**config.mk**
```make
export PLATFORM = sky130hd
export DESIGN_NAME = counter_ctrl
export DESIGN_NICKNAME = d
export VERILOG_FILES = /design/src/rtl/counter_ctrl.sv
export SDC_FILE = /design/constraint.sdc
export NUM_CORES = 1
export LEC_CHECK = 0
export BUFFER_PORTS_ARGS = -buffer_cell sky130_fd_sc_hd__buf_4
export CORE_ASPECT_RATIO = 0.75
export CORE_MARGIN = 5
export CORE_UTILIZATION = 45
export CTS_CLUSTER_SIZE = 16
export DETAILED_ROUTE_END_ITERATION = 16
export PLACE_DENSITY = 0.68
export SKIP_CTS_REPAIR_TIMING = 1
export SLEW_MARGIN = 20
export SYNTH_ARGS = -nofsm -noshare
export SYNTH_HDL_FRONTEND = slang
export SYNTH_SLANG_ARGS = --single-unit
```
**constraint.sdc**
```tcl
create_clock -name clk -period 10.3 [get_ports clk]
set_clock_uncertainty 0.1 [all_clocks]
set_input_delay 1.545 -clock clk [delete_from_list [all_inputs] [get_ports clk]]
set_output_delay 1.545 -clock clk [all_outputs]
set_load 0.02 [all_outputs]
```
**src/rtl/counter_ctrl.sv**
```systemverilog
// -----------------------------------------------------------------------------
// counter_ctrl
//
// Purpose:
//   Walks a pair of externally driven counters toward a pair of requested
//   targets along the shortest modular path. Shadow copies of the driven
//   counter values are kept locally, so the controller always knows where the
//   counters sit without reading them back. A request can optionally clear
//   both counters before stepping begins.
//
// Configuration:
//   COUNTER_CTRL_ABORT_EN - when defined, adds an 'abort' input that returns
//   the controller to IDLE from CLEAR or STEP, keeping the shadows and
//   issuing no done pulse. Undefined by default.
//
// Ports:
//   clk                     single clock, rising edge
//   rst                     synchronous, active-high reset
//   req_valid / req_ready   request handshake (ready only in IDLE)
//   req_clear               with request: zero both counters before stepping
//   tgt1, tgt2              32-bit targets, latched on accept
//   abort                   (COUNTER_CTRL_ABORT_EN only) abandon request
//   start_over              clear command to the driven counter pair
//   en1, en2                step enables to the driven counters
//   direction1, direction2  1 = increment, 0 = decrement
//   s1, s2                  shadow copies of the driven counter values
//   busy                    request in progress (CLEAR or STEP)
//   done                    one-cycle pulse when both shadows hit targets
// -----------------------------------------------------------------------------
module counter_ctrl (
  input  logic        clk,
  input  logic        rst,
  input  logic        req_valid,
  output logic        req_ready,
  input  logic        req_clear,
  input  logic [31:0] tgt1,
  input  logic [31:0] tgt2,
`ifdef COUNTER_CTRL_ABORT_EN
  input  logic        abort,
`endif
  output logic        start_over,
  output logic        en1,
  output logic        en2,
  output logic        direction1,
  output logic        direction2,
  output logic [31:0] s1,
  output logic [31:0] s2,
  output logic        busy,
  output logic        done
);

  typedef enum logic [1:0] {
    IDLE  = 2'd0,
    CLEAR = 2'd1,
    STEP  = 2'd2,
    DONE  = 2'd3
  } state_t;

  // Half the modular range: a forward distance up to and including this
  // value is the short way round (the tie goes to incrementing).
  localparam logic [31:0] HALF_RANGE = 32'h8000_0000;

  state_t      r_state;
  state_t      w_next_state;
  logic [31:0] r_tgt1;
  logic [31:0] r_tgt2;
  logic [31:0] r_s1;
  logic [31:0] r_s2;

  logic [31:0] w_diff1;
  logic [31:0] w_diff2;
  logic        w_at1;
  logic        w_at2;
  logic        w_up1;
  logic        w_up2;
  logic        w_accept;
  logic        w_abort;

  // Forward distance from shadow to target, modulo 2^32.
  assign w_diff1 = r_tgt1 - r_s1;
  assign w_diff2 = r_tgt2 - r_s2;
  assign w_at1   = (r_s1 == r_tgt1);
  assign w_at2   = (r_s2 == r_tgt2);
  assign w_up1   = (w_diff1 <= HALF_RANGE);
  assign w_up2   = (w_diff2 <= HALF_RANGE);

  assign w_accept = (r_state == IDLE) && req_valid;

`ifdef COUNTER_CTRL_ABORT_EN
  assign w_abort = abort && ((r_state == CLEAR) || (r_state == STEP));
`else
  assign w_abort = 1'b0;
`endif

  assign s1 = r_s1;
  assign s2 = r_s2;

  // Outputs depend only on registered state, targets and shadows; inputs
  // reach nothing here except the next-state choice.
  always_comb begin
    // NOTE: every output of this block gets a default before the case so no
    // path leaves one unassigned, which would otherwise infer a latch.
    w_next_state = r_state;
    req_ready    = 1'b0;
    busy         = 1'b0;
    start_over   = 1'b0;
    en1          = 1'b0;
    en2          = 1'b0;
    direction1   = 1'b0;
    direction2   = 1'b0;
    done         = 1'b0;

    case (r_state)
      IDLE: begin
        req_ready = 1'b1;
        if (req_valid) begin
          w_next_state = req_clear ? CLEAR : STEP;
        end
      end
      CLEAR: begin
        busy         = 1'b1;
        start_over   = 1'b1;
        w_next_state = STEP;
      end
      STEP: begin
        busy       = 1'b1;
        en1        = !w_at1;
        en2        = !w_at2;
        direction1 = w_up1;
        direction2 = w_up2;
        if (w_at1 && w_at2) begin
          w_next_state = DONE;
        end
      end
      DONE: begin
        done         = 1'b1;
        w_next_state = IDLE;
      end
      default: w_next_state = IDLE;
    endcase

    if (w_abort) begin
      w_next_state = IDLE;
    end
  end

  always_ff @(posedge clk) begin
    // NOTE: non-blocking assignments so every register samples the values of
    // the previous cycle, regardless of statement order.
    if (rst) begin
      r_state <= IDLE;
      r_tgt1  <= '0;
      r_tgt2  <= '0;
      r_s1    <= '0;
      r_s2    <= '0;
    end else begin
      r_state <= w_next_state;

      if (w_accept) begin
        r_tgt1 <= tgt1;
        r_tgt2 <= tgt2;
      end

      // An abort freezes the shadows where they are.
      if (!w_abort) begin
        if (r_state == CLEAR) begin
          r_s1 <= '0;
          r_s2 <= '0;
        end
        if (en1) begin
          r_s1 <= direction1 ? r_s1 + 32'd1 : r_s1 - 32'd1;
        end
        if (en2) begin
          r_s2 <= direction2 ? r_s2 + 32'd1 : r_s2 - 32'd1;
        end
      end
    end
  end

endmodule

```
**Word level (Yosys, flattened, before mapping)**

Cells that the tools add are included.

- Register bits after elaboration: 130
- Input bits: 68

- Add/subtract/negate cells: 6
- Magnitude comparators: 2
- Eq/ne operators: 7
- Multiplexer cells: 17
- Reduce and logical (&&, ||, !) cells: 9

Operators with widths:

| kind | number |
|---|---|
| two-way mux 32 bit | 5 |
| adder 32 x 1 -> 32 bit, second input constant | 2 |
| == test 32 bit | 2 |
| <= comparator 32 bit, second input constant | 2 |
| subtractor 32 x 1 -> 32 bit, second input constant | 2 |
| subtractor 32 bit | 2 |
| two-way mux 1 bit | 8 |
| one-hot mux 2 bit (4 select lines) | 1 |
| two-way mux 2 bit | 3 |
| == test 2 bit, second input constant | 2 |
| != test 2 bit, second input constant | 2 |
| nonzero test 2 bit | 2 |
| == test 2 x 1 -> 1 bit, second input constant | 1 |
| logical AND 1 bit | 2 |
| zero test 1 bit | 2 |
| zero test 2 bit | 1 |
| AND reduction 2 bit | 1 |
| OR reduction 2 bit | 1 |

**Depth between registers and ports, before layout**

- Word-level depth: 5
- Gate-level depth with buffers: 26

**Worst setup path before layout**

Ideal clock, no wire load.

- Kind: register -> register
- From: register r_s2[12], in the netlist s2[12]
- To: register r_s2[31], in the netlist s2[31]
- Setup time: 0.136 ns
- Arrival time: 7.963 ns
- Data required time: 10.064 ns
- Setup slack: 2.101 ns
- Stages on the path, launching flop included: 26
- Buffers on the path: 1
- Path through: dfxtp_1 > inv_1 > ha_1 > clkbuf_1 > a21oi_1 > a21boi_1 > o21a_1 > a31oi_1 > o211a_1 > a211o_1 > a311oi_1 > mux2_2 > nand2_1 > o21ai_0 > ha_1 > and3_1 > and3_1 > nand3_1 > o22a_1 > and4_1 > a2111oi_0 > nor2_1 > a21oi_1 > nor2_1 > mux2i_1 > nand4_1

- Word-level cells in the longest chain between the ends: 5
- Elaborated cells on any way between the ends: 11
- Those cells by class: add/sub: 3; order compare: 1; eq/ne: 1; mux: 4; reduce/logical: 2

RTL lines:

| item | line | RTL |
|---|---|---|
| from (decl) | 68 | `logic [31:0] r_s2;` |
| from (signal assigned) | 174 | `r_s2 <= direction2 ? r_s2 + 32'd1 : r_s2 - 32'd1;` |
| subtractor 32 bit | 81 | `assign w_diff2 = r_tgt2 - r_s2;` |
| <= comparator 32 bit | 85 | `assign w_up2 = (w_diff2 <= HALF_RANGE);` |
| two-way mux 1 bit | 113 | `case (r_state)` |
| two-way mux 32 bit | 174 |  |
| two-way mux 32 bit | 173 | `if (en2) begin` |

Several ways; a longest one is shown, not always the timed one.
A chain may end at the register's enable or synchronous reset.

**Worst setup path after layout**

- From: register r_s1[9], in the netlist s1[9]
- To: register r_s1[30], in the netlist s1[30]

- Word-level cells in the longest chain between the ends: 5
- Elaborated cells on any way between the ends: 11
- Those cells by class: add/sub: 3; order compare: 1; eq/ne: 1; mux: 4; reduce/logical: 2

RTL lines:

| item | line | RTL |
|---|---|---|
| from (decl) | 67 | `logic [31:0] r_s1;` |
| from (signal assigned) | 171 | `r_s1 <= direction1 ? r_s1 + 32'd1 : r_s1 - 32'd1;` |
| subtractor 32 bit | 80 | `assign w_diff1 = r_tgt1 - r_s1;` |
| <= comparator 32 bit | 84 | `assign w_up1 = (w_diff1 <= HALF_RANGE);` |
| two-way mux 1 bit | 113 |  |
| two-way mux 32 bit | 171 |  |
| two-way mux 32 bit | 170 | `if (en1) begin` |

Several ways; a longest one is shown, not always the timed one.

==> impl_summary.md <==
Job
The number of max-capacitance violations reported is 0.

Synth
The average instance in the mapped netlist occupies 7.225 um^2. The count of warnings emitted by yosys is 0. Sorting the synthesized cells by area gives the leading types as dfxtp_1 23%, ha_1 15%, a21oi_1 9.6%, nand2_1 7.5%, nor2_1 4.3%. The net count of the mapped netlist is 1809. The cell type with the highest aggregate area in the netlist is dfxtp_1. The number of flops mapped to enable cells by yosys is 0. The most used flip-flop cell after synthesis is dfxtp_1. The post-synthesis sequential element count is 130. The sequential share of the synthesized area is 0.2253. In this run, distinct cell masters in the synthesized netlist total 76. Of all flip-flops after synthesis, the portion carrying an async set or reset was 0. The cell area that synthesis handed to floorplanning was 11550 um^2. The cell count after synthesis is 1599. The area share of the leading cell type in the synthesized netlist is 0.2253.

Route
The remaining antenna violation count after routing is 0. The average wire per standard cell is 17.84 um. After the first detailed-routing iteration, the DRC count stood at 954. For this block, the routed nets add up to 36660 um of wire. The total vias in the final route is 11.93k. The number of detailed-route iterations in the first pass is 7. The number of vias per cell is 5.804.

After detailed routing, the number of remaining DRC violations is 0.

Setup path
The combined buffer and inverter count along the critical path is 1. The worst register-to-register path has a depth of 25. The library cell contributing the largest single delay on the critical path is o31ai_1. The worst setup path is of the reg -> reg kind. The launching point of the worst reg2reg path is s1[9]$_SDFFE_PP0P_. The arrival time at the worst endpoint is 7740 ps.

The critical path endpoint category is a register. By instance count, the cell type seen most on the critical path is a21oi_2. Setup slack on the worst reg-to-reg path comes out at 2780 ps.

The worst setup path startpoint is s1[9]$_SDFFE_PP0P_. The endpoint of the most critical register-to-register path is s1[30]$_SDFFE_PP0P_. Among cell families on the critical path, the largest total delay comes from compound AO/OA/AOI/OAI gates. The startpoint kind of the worst setup timing path is a register. The maximum fanout count along the critical path is 19. The largest incremental delay on the critical path is 880 ps. STA puts the critical path data required time at 10520 ps.

Die
In this run the vertical extent of the chip is 148.8 um. In this run the count of I/O pins placed on the die edge is 140. The starting utilization of the core area is 0.4594. The die area is 29010 um^2. The chip width is 195.0 um. The area of the core is 25150 um^2. The initialized floorplan defines 50 standard-cell rows.

Timing
Setup slack closes at 2778 ps. The hold violation total from the final report is 0. Static timing analysis puts the maximum clock frequency at 0.1329 GHz. Dividing the final minimum period by the clock period gives 0.7303. In this run the tightest slew margin relative to its limit is 0.3000. The number of max-slew violations in the final report is 0. The worst path needs 7522 ps of the cycle, external delays included. For the final routed database, the setup TNS stands at 0 ps. At the pin with the least slew margin, the transition time is 1041 ps. Setup violations remaining at the end of the flow were counted as 0. Setup repair after global routing left no endpoint under its margin.

Finish
The number of filler instances in the final layout is 2473. The synthesis-to-layout area growth is 16.98%. Summing all multi-input logic gate instances after layout gives 8398 um^2. The sequential cells in the finished layout cover a total of 2603 um^2. The final antenna diode count is 0. In the final layout, the share of cells above drive strength 1 is 0.1217. For this run, the post-layout net count is 1915. After routing the design area is 13510 um^2.

Clock tree
The worst-case clock buffer depth is 2. At the later pin of the worst-skew pair, clock insertion delay measures 440 ps. The clock drives 130 sinks. The TritonCTS clock tree is yes. The TritonCTS buffer count is 17. After clock tree synthesis, the clock-pin slew on the worst setup and hold paths is 60 ps. The H-tree was split into 4 levels. Clock tree synthesis selected as its root buffer the cell clkbuf_16.

Outcome
The flow ran to the end, and the final reports show no timing, DRC or antenna violations.

Place
Detailed placement finished with a half-perimeter wire length of 27800 um. OpenSTA, run right after detailed placement, puts the worst setup slack at 2909 ps. The standard cell area after detailed placement is 12910 um^2. The global placement routability congestion is 0.9867. The number of buffer cells added on primary ports is 139.

Global route
The number of antenna violations at the first check in global routing is 0. The first global-routing pass estimated 58550 um of wire. The global-route total usage across every layer is 0.2468. Entering global routing, the biggest net connects 72 pins. After global routing the overflow that remains totals 0. The number of global-route vias before repair came to 10.90k.

Min path
In this run the worst hold path is classified as reg -> reg. The worst hold path terminates at r_tgt1[1]$_SDFFE_PP0P_. The number of stages on the worst hold path is 2.

In this run the most critical hold path is launched from r_tgt1[1]$_SDFFE_PP0P_.
==> worst max-delay path by stage <==
stage	end	slack, ps	depth (start not counted)
after floorplan	s2[31]$_SDFFE_PP0P_	2100	25
after global placement	s1[30]$_SDFFE_PP0P_	2920	25
after detailed placement	s1[30]$_SDFFE_PP0P_	2910	25
after CTS	s1[30]$_SDFFE_PP0P_	2870	25
after global routing	s1[30]$_SDFFE_PP0P_	2330	25
final	s1[30]$_SDFFE_PP0P_	2780	25
==> kinds of logic (layout without fill, tap and decap cells) <==
group           Yosys count  in the layout  synth area share
simple gates            614            614            0.2461
compound gates          469            469            0.2554
buf+inv                 161            279           0.05285
fa+ha+maj               142            142            0.1551
flops                   130            130            0.2253
xor+xnor                 68             68           0.05155
mux                      15             15           0.01375
==> state kept, by name, indices dropped and copies added (netlist names) <==
signal and count:
r_tgt1 32, r_tgt2 32, s1 32, s2 32, r_state 2
==> through the flow <==
step | cells | hold WS [ps] | util
2_1_floorplan | 1599 | 336.3 | -
3_3_place_gp | 2024 | 346.7 | 0.5132
3_5_place_dp | 2024 | 355.1 | 0.5132
4_1_cts | 2055 | 363.2 | 0.5374
5_1_grt | 2055 | 381.8 | 0.5374
6_report | 2055 | 362.0 | 0.5374
==> worst register-to-register path, cell delays in order (launching register included) <==
cell       delay (ps)
dfxtp_1           380
inv_1             100
ha_1              390
a21oi_2           240
o21ai_2           130
a2111oi_4         430
a21oi_2           180
a21oi_2           310
mux2_4            350
or4_1             490
or4_1             400
nor4_1            470
a21oi_4           230
ha_1              410
nand3_1            90
nand2_1           100
a31oi_1           140
o21a_1            260
o31ai_1           880
a211oi_1          260
o31ai_1           310
a21o_1            190
a31oi_1           130
o21ai_0           220
xnor2_1           140
o21ai_0           100
==> synth_stat cells (4+ instances only) <==
cell type	instances
or2_2	6
nor3_1	81
inv_1	101
or3_1	9
a21oi_1	221
mux2i_1	11
o21a_1	16
o21bai_1	13
and4_1	4
nor4_1	9
a211o_1	11
o2111ai_1	7
nand2_1	231
and2_1	14
a311oi_1	5
a31o_2	4
xnor2_1	41
nand3b_1	4
nand4_1	18
o21ai_0	52
xor2_1	27
and3_1	12
nor2_1	131
buf_1	6
o211ai_1	11
o31ai_1	8
dfxtp_1	130
a2111oi_0	5
a21o_1	39
or4_1	5
nand3_1	38
clkbuf_1	51
a211oi_1	14
ha_1	140
nor2b_1	19
a31oi_1	20
nand2b_1	19
==> placed cells by master, fill, tap and decap left out, drive strengths merged, types with 7 or more instances in the layout <==
cell type  count
o21bai        13
xor2          27
and2          14
buf          147
nand2        231
inv          101
nand4         18
nor4           9
a31oi         20
and3          12
clkbuf        20
a211oi        14
or3            9
o211ai        11
o31ai          8
a21o          39
nand3         38
ha           140
nor2b         19
nor3          81
a211o         11
dfxtp        130
mux2i         11
xnor2         41
a21oi        224
nor2         131
o21a          16
o21ai         53
o2111ai        7
nand2b        19
==> per-layer routing <==
metal,vias up,track usage,wire length [um]
li1,5922,-,-
met1,5516,0.3894,19210
met2,461,0.3347,13910
met3,28,0.05916,3092
met4,0,0.05199,446
met5,-,0,0
==> cell type report <==
class / count / area share
Sequential cell: 130 / 0.1926
Multi-Input combinational cell: 1308 / 0.6214
Timing Repair Buffer: 147 / 0.08166
Inverter: 101 / 0.02805
Clock inverter: 11 / 0.01194
Clock buffer: 20 / 0.03305
Tap cell: 338 / 0.03129
Power is not shown: default switching activity piles up to over one toggle a cycle in this logic, so the estimate is an artifact.
